`src/rtl/design_25_sched_pkg.sv`:
```
// Shared types and defaults for the round-robin adder scheduler.
package design_25_sched_pkg;

  typedef enum logic [1:0] {
    IDLE  = 2'd0,
    ISSUE = 2'd1,
    WAIT  = 2'd2
  } sched_state_e;

  localparam int DEF_W       = 8;
  localparam int DEF_N       = 4;
  localparam int DEF_TIMEOUT = 4;

  // Requester index width; never narrower than one bit.
  function automatic int calcIdw(input int n);
    return (n > 1) ? $clog2(n) : 1;
  endfunction

endpackage

```
`src/rtl/design_25_sched_rr_arbiter.sv`:
```
// Round-robin pick: first asserted request at or after i_ptr, wrapping N-1 -> 0.
module design_25_sched_rr_arbiter
  import design_25_sched_pkg::*;
#(
  parameter int N   = DEF_N,
  parameter int IDW = calcIdw(N)
) (
  input  logic [N-1:0]   i_req,
  input  logic [IDW-1:0] i_ptr,
  output logic [N-1:0]   o_gnt,
  output logic [IDW-1:0] o_winner,
  output logic           o_any
);

  logic [IDW-1:0] w_idx;

  always_comb begin
    o_gnt    = '0;
    o_winner = '0;
    o_any    = 1'b0;
    w_idx    = '0;
    for (int k = 0; k < N; k++) begin
      w_idx = IDW'((int'(i_ptr) + k) % N);
      if (!o_any && i_req[w_idx]) begin
        o_any        = 1'b1;
        o_gnt[w_idx] = 1'b1;
        o_winner     = w_idx;
      end
    end
  end

endmodule

```
`src/rtl/design_25_sched.sv`:
```
// Shares one registered adder among N requesters: grant, issue one start, await valid,
// return the tagged sum; aborts on timeout and flags latency violations.
module design_25_sched
  import design_25_sched_pkg::*;
#(
  parameter int W       = DEF_W,
  parameter int N       = DEF_N,
  parameter int TIMEOUT = DEF_TIMEOUT,
  localparam int IDW    = calcIdw(N)
) (
  input  logic           i_clk,
  input  logic           i_rst_n,
  input  logic [N-1:0]   i_req,
  input  logic [N*W-1:0] i_req_a,
  input  logic [N*W-1:0] i_req_b,
  output logic [N-1:0]   o_gnt,
  output logic           o_rsp_valid,
  output logic [IDW-1:0] o_rsp_id,
  output logic [W-1:0]   o_rsp_y,
  output logic           o_rsp_err,
  output logic           o_lat_err,
  output logic           o_add_start,
  output logic [W-1:0]   o_add_a,
  output logic [W-1:0]   o_add_b,
  input  logic [W-1:0]   i_add_y,
  input  logic           i_add_valid
);

  localparam int CW = $clog2(TIMEOUT + 1);
  localparam logic [CW-1:0] CNT_LAST = CW'(TIMEOUT - 1);

  sched_state_e   r_state;
  sched_state_e   w_nextState;
  logic [IDW-1:0] r_rrPtr;
  logic [IDW-1:0] r_curId;
  logic [CW-1:0]  r_cnt;
  logic [W-1:0]   r_addA;
  logic [W-1:0]   r_addB;
  logic           r_rspValid;
  logic [IDW-1:0] r_rspId;
  logic [W-1:0]   r_rspY;
  logic           r_rspErr;
  logic           r_latErr;
  logic [N-1:0]   w_arbGnt;
  logic [IDW-1:0] w_winner;
  logic           w_any;
  logic           w_timeout;

  design_25_sched_rr_arbiter #(.N(N), .IDW(IDW)) u_arb (
    .i_req    (i_req),
    .i_ptr    (r_rrPtr),
    .o_gnt    (w_arbGnt),
    .o_winner (w_winner),
    .o_any    (w_any)
  );

  always_ff @(posedge i_clk or negedge i_rst_n) begin
    if (!i_rst_n) r_state <= IDLE;
    else          r_state <= w_nextState;
  end

  always_comb begin
    w_nextState = r_state;
    w_timeout   = 1'b0;
    case (r_state)
      IDLE:  if (w_any) w_nextState = ISSUE;
      ISSUE: w_nextState = WAIT;
      WAIT: begin
        if (i_add_valid) begin
          w_nextState = IDLE;
        end else if (r_cnt == CNT_LAST) begin
          w_timeout   = 1'b1;
          w_nextState = IDLE;
        end
      end
      default: w_nextState = IDLE;
    endcase
  end

  // Grants are only offered while idle, so a response cycle can also accept the next op.
  assign o_gnt       = (r_state == IDLE) ? w_arbGnt : '0;
  assign o_add_start = (r_state == ISSUE);

  always_ff @(posedge i_clk or negedge i_rst_n) begin
    if (!i_rst_n) begin
      r_rrPtr    <= '0;
      r_curId    <= '0;
      r_cnt      <= '0;
      r_addA     <= '0;
      r_addB     <= '0;
      r_rspValid <= 1'b0;
      r_rspId    <= '0;
      r_rspY     <= '0;
      r_rspErr   <= 1'b0;
      r_latErr   <= 1'b0;
    end else begin
      r_rspValid <= 1'b0;
      if (i_add_valid && (r_state != WAIT)) r_latErr <= 1'b1;
      case (r_state)
        IDLE: begin
          if (w_any) begin
            r_addA  <= i_req_a[int'(w_winner)*W +: W];
            r_addB  <= i_req_b[int'(w_winner)*W +: W];
            r_curId <= w_winner;
            r_rrPtr <= (int'(w_winner) == N - 1) ? '0 : w_winner + IDW'(1);
          end
        end
        ISSUE: r_cnt <= '0;
        WAIT: begin
          if (i_add_valid) begin
            r_rspValid <= 1'b1;
            r_rspY     <= i_add_y;
            r_rspId    <= r_curId;
            r_rspErr   <= 1'b0;
          end else if (w_timeout) begin
            r_rspValid <= 1'b1;
            r_rspY     <= '0;
            r_rspId    <= r_curId;
            r_rspErr   <= 1'b1;
            r_latErr   <= 1'b1;
          end else begin
            r_cnt <= r_cnt + CW'(1);
          end
        end
        default: ;
      endcase
    end
  end

  assign o_rsp_valid = r_rspValid;
  assign o_rsp_id    = r_rspId;
  assign o_rsp_y     = r_rspY;
  assign o_rsp_err   = r_rspErr;
  assign o_lat_err   = r_latErr;
  assign o_add_a     = r_addA;
  assign o_add_b     = r_addB;

endmodule

```
`config.mk`:
```
export PLATFORM = sky130hd
export DESIGN_NAME = design_25_sched
export DESIGN_NICKNAME = d
export VERILOG_FILES = /design/src/rtl/design_25_sched_pkg.sv /design/src/rtl/design_25_sched_rr_arbiter.sv /design/src/rtl/design_25_sched.sv
export SDC_FILE = /design/constraint.sdc
export NUM_CORES = 1
export LEC_CHECK = 0
export CAP_MARGIN = 25
export CORE_MARGIN = 2
export CORE_UTILIZATION = 40
export CTS_CLUSTER_SIZE = 16
export DETAILED_ROUTE_END_ITERATION = 7
export GPL_TIMING_DRIVEN = 0
export PLACE_DENSITY_LB_ADDON = 0.12
export SYNTH_ARGS = -nofsm -noshare
export SYNTH_HDL_FRONTEND = slang
export SYNTH_SLANG_ARGS = --single-unit
```
`constraint.sdc`:
```
create_clock -name i_clk -period 4.6 [get_ports i_clk]
set_clock_uncertainty 0.2 [all_clocks]
set_input_delay 0.92 -clock i_clk [delete_from_list [all_inputs] [get_ports i_clk]]
set_output_delay 0.92 -clock i_clk [all_outputs]
set_load 0.1 [all_outputs]
```
== Word-level counts from Yosys, hierarchy flattened ==
Cells that the tools add are included.
Storage, ports and cells
  flip-flop bits (word level): 38
  bits in latches: 0
  memory bits (writable): 0
  bits in read-only memories: 0
  input bits: 79
  output and inout bits: 34
  logic and storage cells: 109
  memories kept: 0
Cells by class
  add/sub/neg operators: 5
  multipliers: 0
  divide/modulo/power cells: 0
  $lt $le $gt $ge: 8
  eq/ne operators: 9
  shift operators: 2
  multiplexer cells: 53
  bitwise gates (word level): 3
  reduce and logical (&&, ||, !) cells: 18
Operators with widths (count)
  indexed part select 32 x 6 -> 8 bit: 2
  two-way mux 1 bit: 24
  two-way mux 2 bit: 10
  two-way mux 4 bit: 5
  two-way mux 8 bit: 2
  less-than comparator 2 x 3 -> 1 bit, second input constant: 4
  OR 4 bit: 3
  binary-select mux 1 bit (select 2 bit): 4
  demux 1 bit (select 2 bit): 4
  greater-or-equal comparator 2 x 1 -> 1 bit, second input constant: 4
  logical AND 1 bit: 8
  two-way mux 3 bit: 2
  != test 2 bit, second input constant: 3
  case mux 2 bit (3 select lines): 1
  case mux 3 bit (2 select lines): 1
  AND reduction 2 bit: 3
  adder 2 x 1 -> 2 bit, second input constant: 2
  adder 2 bit, second input constant: 2
  equality test 2 x 1 -> 1 bit, second input constant: 2
  nonzero test 2 bit: 2
  adder 3 x 1 -> 3 bit, second input constant: 1
  equality test 3 x 2 -> 1 bit, second input constant: 1
  logical NOT 1 bit: 3
  != test 3 bit, second input constant: 1
  4 further kinds: 4

== Logic depth before layout (Yosys ltp) ==
Gate-level depths: netlist of run 1.
  depth after elaboration: 14
  gate-level depth with buffers: 11
  mapped depth without buffers: 8

== Hierarchy ==
From an unflattened synthesis of run 1, not the netlist that was laid out.
Second synthesis, totals
  cell total of the unflattened synthesis: 210
  area, all modules: 2417.3 um^2
Modules (own cells, without submodules)
  design_25_sched: instances 1, cells an instance 165, area each 1998.2 um^2, sequential area each 950.9 um^2
  design_25_sched_rr_arbiter: instances 1, cells an instance 45, area each 419.2 um^2, sequential area each 0.0 um^2

== Worst setup path after synthesis of run 1 ==
No wires, ideal clock.
  path type: input-to-output
  start point: input port i_req[1]
  end point: output port o_gnt[0]
  arrival time: 2.798 ns
  data required time: 3.480 ns
  setup slack: 0.682 ns
  stages: 6
  path buffers: 0
  cell sequence: mux4_2 nand2b_4 nor3_1 a22oi_1 o21ai_0 and2_1
On the way
  cells in the longest elaborated chain, start to end: 13
  elaborated cells between the ends (all ways): 25
  classes of those cells: mux (16); bitwise (3); reduce/logical (6)
RTL lines
  start, declared: line design_25_sched.sv:13  | input logic [N-1:0] i_req,
  binary-select mux 1 bit (select 2 bit): line design_25_sched_rr_arbiter.sv:24  | if (!o_any && i_req[w_idx]) begin
  two-way mux 1 bit (not written as such): line design_25_sched_rr_arbiter.sv:24
  two-way mux 1 bit: line design_25_sched_rr_arbiter.sv:24
  logical NOT 1 bit: line design_25_sched_rr_arbiter.sv:24
  logical AND 1 bit: line design_25_sched_rr_arbiter.sv:24
  two-way mux 1 bit: line design_25_sched_rr_arbiter.sv:24
  logical NOT 1 bit: line design_25_sched_rr_arbiter.sv:24
  logical AND 1 bit: line design_25_sched_rr_arbiter.sv:24
  two-way mux 1 bit: line design_25_sched_rr_arbiter.sv:24
  logical NOT 1 bit: line design_25_sched_rr_arbiter.sv:24
  logical AND 1 bit: line design_25_sched_rr_arbiter.sv:24
  two-way mux 4 bit (*): line design_25_sched_rr_arbiter.sv:24
  two-way mux 4 bit (*): line design_25_sched.sv:81  | assign o_gnt = (r_state == IDLE) ? w_arbGnt : '0;
  end, declared: line design_25_sched.sv:16  | output logic [N-1:0] o_gnt,
Every way passes the cells marked *; elsewhere a longest branch is shown, timed or not. The select of a mux whose other input is x is not followed.

== Worst setup path in the final report of run 1 ==
  start point: input port i_req[1]
  end point: output port o_gnt[1]
Same word-level chain as after synthesis.

==> results.yml, run 1 <==
sta:
  tightest_slew_ns: 1.02
  fmax_ghz: 0.228
  finalCriticalPeriod_ns: 4.39
  relSlewSlack: 0.321
  setup_viol: 0
  slew_violations: 0
  fin_crit_sh: 0.954
  grt_setup_unrepaired: "no"
  hold_viol: 0
  setup_slack_ns: 0.213
floorplan:
  die_area_um2: 6760
  rows: 28
  boundaryPins: 113
  initial_core_util: 0.413
  dieHeight_um: 82.2
  core_area_um2: 5920
  die_w_um: 82.2
placement:
  port_buffers: 112
  place_ws_ns: -0.624
  gp_congestion: 0.822
  hpwlAfterDp_um: 5320
route:
  drtIter0Drc: 122
  vias_per_cell: 5.55
  antenna_left: 0
  met1_length_um: 2870
  vias: 2421
  wl_met2_um: 3580
  drc: 0
  wl_met3_um: 513
  wl_per_cell_um: 16.2
  drtPass1Iterations: 4
  routed.top_layer: "met4"
  routed_wl_um: 7050
logic_synthesis:
  yosysTopAreaCellShare: 0.389
  synth_top_family_by_area: "compound AO/OA/AOI/OAI gates"
  synthMuxAreaShare: 0.0634
  ys_top_cells_by_area: "dfrtp_1 39%, ha_1 6.6%, a221o_1 6.5%"
  synth-seq-area-share: 0.389
  async_flop_share: 1.00
  synth_top_area_cell: "dfrtp_1"
  synthesis.nets: 333
  yosys_warnings: 0
  synth_common_cells: "38 x dfrtp_1, 25 x o21ai_0, 23 x a21oi_1"
  synth_ff_type: "dfrtp_1"
  syn_area_per_cell_um2: 10.2
  netlist_instances: 241
  synth-xor-area-share: 0.00716
  synth_compound_area_frac: 0.327
  synth_fa_ha_area_frac: 0.0665
  yosys_register_bits: 38
  synth-simple-area-share: 0.0997
  synth-edff-count: 0
  synthMostInstantiatedCell: "dfrtp_1"
  synth_area_um2: 2450
  synthDistinctLibCells: 39
hold_path:
  worst_hold_path_type: "reg2reg"
  hold_start: "r_curId[1]$_DFFE_PN0P_"
  hold_path_end: "r_curId[1]$_DFFE_PN0P_"
  holdPathStages: 2
grt:
  grt_max_degree: 39
  grt_overflow: 0
  grt_pass1_vias: 2310
  grt_antenna_before_repair: 0
  grt_pass1_wl_um: 10900
  track_usage: 0.213
cells_and_area:
  drive_gt1_frac: 0.0914
  areaGrowthSynthToFinish_pct: 53.5
  fillers: 523
  num-nets-final: 452
  n_antenna_cell: 0
clock_network:
  post_cts_resized: 20
  cts_max_path_buffers: 2
  cts_buffers: 5
  cts.sinks: 38
  path_clk_slew_ns: 0.08
  postCtsSetupRepairBufs: 0
  htreeDepth: 2
  cts_tree: "built"
  clockRootBuffer: "clkbuf_8"
  clk_latency_ns: 0.29
  ctsHoldBuffers: 0
critical_path:
  critical-path-top-delay-family: "buffers and inverters"
  cp_slowest_cell: "clkdlybuf4s50_1"
  rr_worst_depth: 10
  r2r_setup_slack_ns: 1.15
  critPathLaunchType: "input pin"
  regToRegStartpoint: "r_rrPtr[0]$_DFFE_PN0P_"
  cp-end-kind: "primary output"
  path_cells: "clkdlybuf4s50_1 > mux2i_1 > mux2i_4 > clkbuf_1 > nor3_2 > a22oi_1 > o21ai_0 > and2_1 > buf_2"
  cp.required_ns: 3.48
  crit_arrival_ns: 3.27
  r2r-end: "o_add_b[5]$_DFFE_PN0P_"
  worstPathMaxFanout: 10
  worst-path-buf-inv: 3
  crit_type: "in2out"
  slowest_delay_ns: 0.53
outcome:
  status: "complete, no violations"
run:
  maxCapViolations: 0
flip-flops by register name, summed over array words and instances (netlist names):
register / flops
r_rrPtr: 2
o_add_a: 8
o_rsp_err: 1
o_rsp_id: 2
o_lat_err: 1
r_cnt: 3
r_curId: 2
o_rsp_valid: 1
o_add_b: 8
r_state: 2
o_rsp_y: 8
routing by layer:
layer / up-vias / GRT usage
li1: 1168 / -
met1: 1146 / 0.259
met2: 100 / 0.358
met3: 7 / 0.0641
met4: 0 / 0.0733
met5: - / 0
worst register-to-register path, cell delays in order, from the launching register on:
cell and delay (ns):
dfrtp_1 0.55, buf_4 0.26, inv_1 0.13, ha_1 0.41
mux4_2 0.37, inv_1 0.11, a211oi_4 0.48, a211oi_4 0.14
buf_6 0.18, a221o_1 0.35, o22a_1 0.17
layout by cell type, fill, tap and decap left out, types with 5 or more instances in the layout:
| master | count |
|---|---|
| a22oi_1 | 8 |
| buf_2 | 6 |
| a22o_1 | 8 |
| a221o_1 | 16 |
| o22a_1 | 16 |
| nand2_1 | 8 |
| and2_1 | 5 |
| clkbuf_1 | 11 |
| clkbuf_8 | 5 |
| o21ai_0 | 25 |
| inv_1 | 8 |
| clkdlybuf4s50_1 | 107 |
| ha_1 | 13 |
| dfrtp_1 | 38 |
| nand3_1 | 16 |
| a21oi_1 | 23 |
final cells by class:
| type | count | area (um^2) | area share |
|---|---|---|---|
| Buffer | 16 | 87.6 | 0.0233 |
| Clock buffer | 5 | 68.8 | 0.0183 |
| Tap cell | 75 | 93.8 | 0.0250 |
| Multi-Input combinational cell | 179 | 1380 | 0.368 |
| Timing Repair Buffer | 112 | 1100 | 0.292 |
| Sequential cell | 38 | 951 | 0.253 |
| Clock inverter | 3 | 45.0 | 0.0120 |
| Inverter | 8 | 30.0 | 0.00799 |
metrics by stage:
step | instance area [um^2] | hold WS, ns | utilization | instances | setup TNS (ns)
detailed placement | 3660 | 0.269 | 0.618 | 428 | -2.43
global route | 3760 | 0.317 | 0.634 | 436 | 0
global placement | 3660 | 0.256 | 0.619 | 428 | -2.15
CTS | 3750 | 0.288 | 0.634 | 436 | 0
floorplan | 2450 | 0.246 | - | 241 | 0
finish | 3760 | 0.280 | 0.634 | 436 | 0
how the worst max path moves through the flow:
stage | from | slack (ns) | depth (start not counted) | endpoint
6_report | i_req[1] | 0.21 | 9 | o_gnt[1]
3_3_place_gp | i_req[1] | -0.55 | 9 | o_gnt[1]
5_1_grt | i_req[1] | 0.003 | 9 | o_gnt[2]
3_5_place_dp | i_req[1] | -0.62 | 9 | o_gnt[1]
2_1_floorplan | i_req[1] | 0.68 | 6 | o_gnt[0]
4_1_cts | i_req[1] | 0.08 | 9 | o_gnt[1]
kinds of logic (layout without fill, tap and decap cells):
| kind of cell | after synthesis | in the layout |
|---|---|---|
| AOI/OAI and AO/OA | 110 | 110 |
| xor gates and xnor gates | 2 | 2 |
| adders and majority gates | 13 | 13 |
| muxes | 9 | 9 |
| DFF | 38 | 38 |
| and+or+nand+nor | 45 | 45 |
| buffers and inverters | 24 | 144 |
Power of run 1 is not shown: default switching activity piles up to over one toggle a cycle in this logic, so the estimate is an artifact.
==> inputs of run 2 (changes only) <==
Settings changed: HOLD_SLACK_MARGIN from default to 0.08.
==> results of run 2 <==
No change in the layout: final DEF, timing and power equal those of run 1.
Power of run 2 is left out for the same reason.
==> inputs of run 3 (changes only) <==
Settings changed: CORE_UTILIZATION 40 to 38, SKIP_LAST_GASP from default to 1.
Clock period 4.6 ns to 4 ns, I/O delays scaled along.
==> run 3 against run 2 <==
Sequential share of layout area is 0.53 points lower. Clock-buffer cell count unchanged. Critical path depth down 1. Largest cell class unchanged. Core utilization down 2.2 points. Via count decreased by 2.3%.
==> results.yml, run 3 (same netlist as run 1, synthesis figures left out) <==
outcome:
  status: "complete, no violations"
route:
  drtPass1Iterations: 4
  vias_per_cell: 5.39
  drtIter0Drc: 116
  wl_per_cell_um: 16.1
  antenna_left: 0
  routed_wl_um: 7090
  vias: 2366
  drc: 0
floorplan:
  dieHeight_um: 84.3
  rows: 29
  initial_core_util: 0.390
  core_area_um2: 6280
  die_w_um: 84.3
  boundaryPins: 113
  die_area_um2: 7100
critical_path:
  cp_slowest_cell: "clkdlybuf4s50_1"
  path_cells: "clkdlybuf4s50_1 > mux4_2 > nand2b_4 > nor3_4 > a22oi_1 > o21ai_0 > and2_1 > buf_6"
  cp.required_ns: 3.00
  cp.depth: 8
  worstPathMaxFanout: 8
  critPathLaunchType: "input pin"
  crit_arrival_ns: 2.87
  critical-path-top-delay-family: "buffers and inverters"
  rr_worst_depth: 11
  slowest_delay_ns: 0.53
  crit_type: "in2out"
  worst-path-buf-inv: 2
  cp-end-kind: "primary output"
placement:
  hpwlAfterDp_um: 5350
  gp_congestion: 0.777
  port_buffers: 112
  place_area_um2: 3680
grt:
  track_usage: 0.203
  grt_pass1_wl_um: 11600
  grt_antenna_before_repair: 0
  grt_overflow: 0
  grt_max_degree: 39
  grt_pass1_vias: 2420
cells_and_area:
  drive_gt1_frac: 0.102
  fillers: 555
  areaGrowthSynthToFinish_pct: 57.0
  stdcell_area_um2: 3840
  multi_input_comb_area_um2: 1390
  seq_area_um2: 952
  final_common_cell: "clkdlybuf4s50_1"
  n_antenna_cell: 0
  most-common-layout-cells: "107 x clkdlybuf4s50_1, 37 x dfrtp_1, 25 x o21ai_0"
  num-nets-final: 453
clock_network:
  htreeDepth: 2
  path_clk_slew_ns: 0.08
  cts_tree: "built"
  ctsHoldBuffers: 0
  clockRootBuffer: "clkbuf_8"
  cts.sinks: 38
  cts_max_path_buffers: 2
  cts_buffers: 5
  clk_latency_ns: 0.29
sta:
  fin_crit_sh: 0.966
  tns_ns: 0
  relSlewSlack: 0.314
  fmax_ghz: 0.259
  finalCriticalPeriod_ns: 3.87
  tightest_slew_ns: 1.03
  setup_viol: 0
  hold_viol: 0
  grt_setup_unrepaired: "no"
  hold_slack_ns: 0.254
  slew_violations: 0
hold_path:
  worst_hold_path_type: "in2async"
run:
  maxCapViolations: 0
run 3: changes by cell type in the layout (fill, tap and decap cells not counted), sizes merged:
| cell | change |
|---|---|
| clkinvlp | -2 |
| buf | +2 |
| bufinv | +1 |
| clkinv | +1 |
| clkbuf | -1 |
run 3: timing repair:
item / in CTS / in global routing
endpoints found under the setup margin: 4 / 4
gates resized for setup: 26 / 6
cloned: 0 / 0
buffers inserted: 0 / 1
run 3: path summary, 6_finish.rpt:
check,startpoint,endpoint,slack (ns)
worst max-delay path,i_req[1],o_gnt[2],0.13
worst min-delay path,i_rst_n,o_add_a[3]$_DFFE_PN0P_,0.25
worst max register to register,r_rrPtr[0]$_DFFE_PN0P_,o_add_b[1]$_DFFE_PN0P_,0.71
worst min register to register,o_lat_err$_DFF_PN0_,o_lat_err$_DFF_PN0_,0.28
max in group asynchronous,i_rst_n,r_rrPtr[0]$_DFFE_PN0P_,3.14
min in group i_clk,o_lat_err$_DFF_PN0_,o_lat_err$_DFF_PN0_,0.28
run 3: routing by layer:
| metal | up-vias | GRT usage | wire length (um) |
|---|---|---|---|
| met2 | 73 | 0.342 | 3500 |
| met1 | 1115 | 0.248 | 2950 |
| met5 | - | 0 | 0 |
| li1 | 1171 | - | - |
| met4 | 0 | 0.0572 | 74 |
| met3 | 7 | 0.0688 | 561 |
run 3: through the flow:
stage | setup WS (ns) | cells | util
floorplan | 0.213 | 241 | -
global placement | -0.888 | 430 | 0.584
detailed placement | -0.950 | 431 | 0.586
CTS | 0.0735 | 438 | 0.607
global route | 0.0178 | 439 | 0.612
finish | 0.135 | 439 | 0.612
run 3: layout make-up:
class                   count  area share
clock inverters             3      0.0179
repair buffers            114       0.299
plain buffers              15      0.0218
clock buffers               5      0.0179
flip-flops and latches     38       0.248
multi-input cells         179       0.363
inverters                   8     0.00782
well taps                  77      0.0251
Power of run 3 is left out for the same reason.
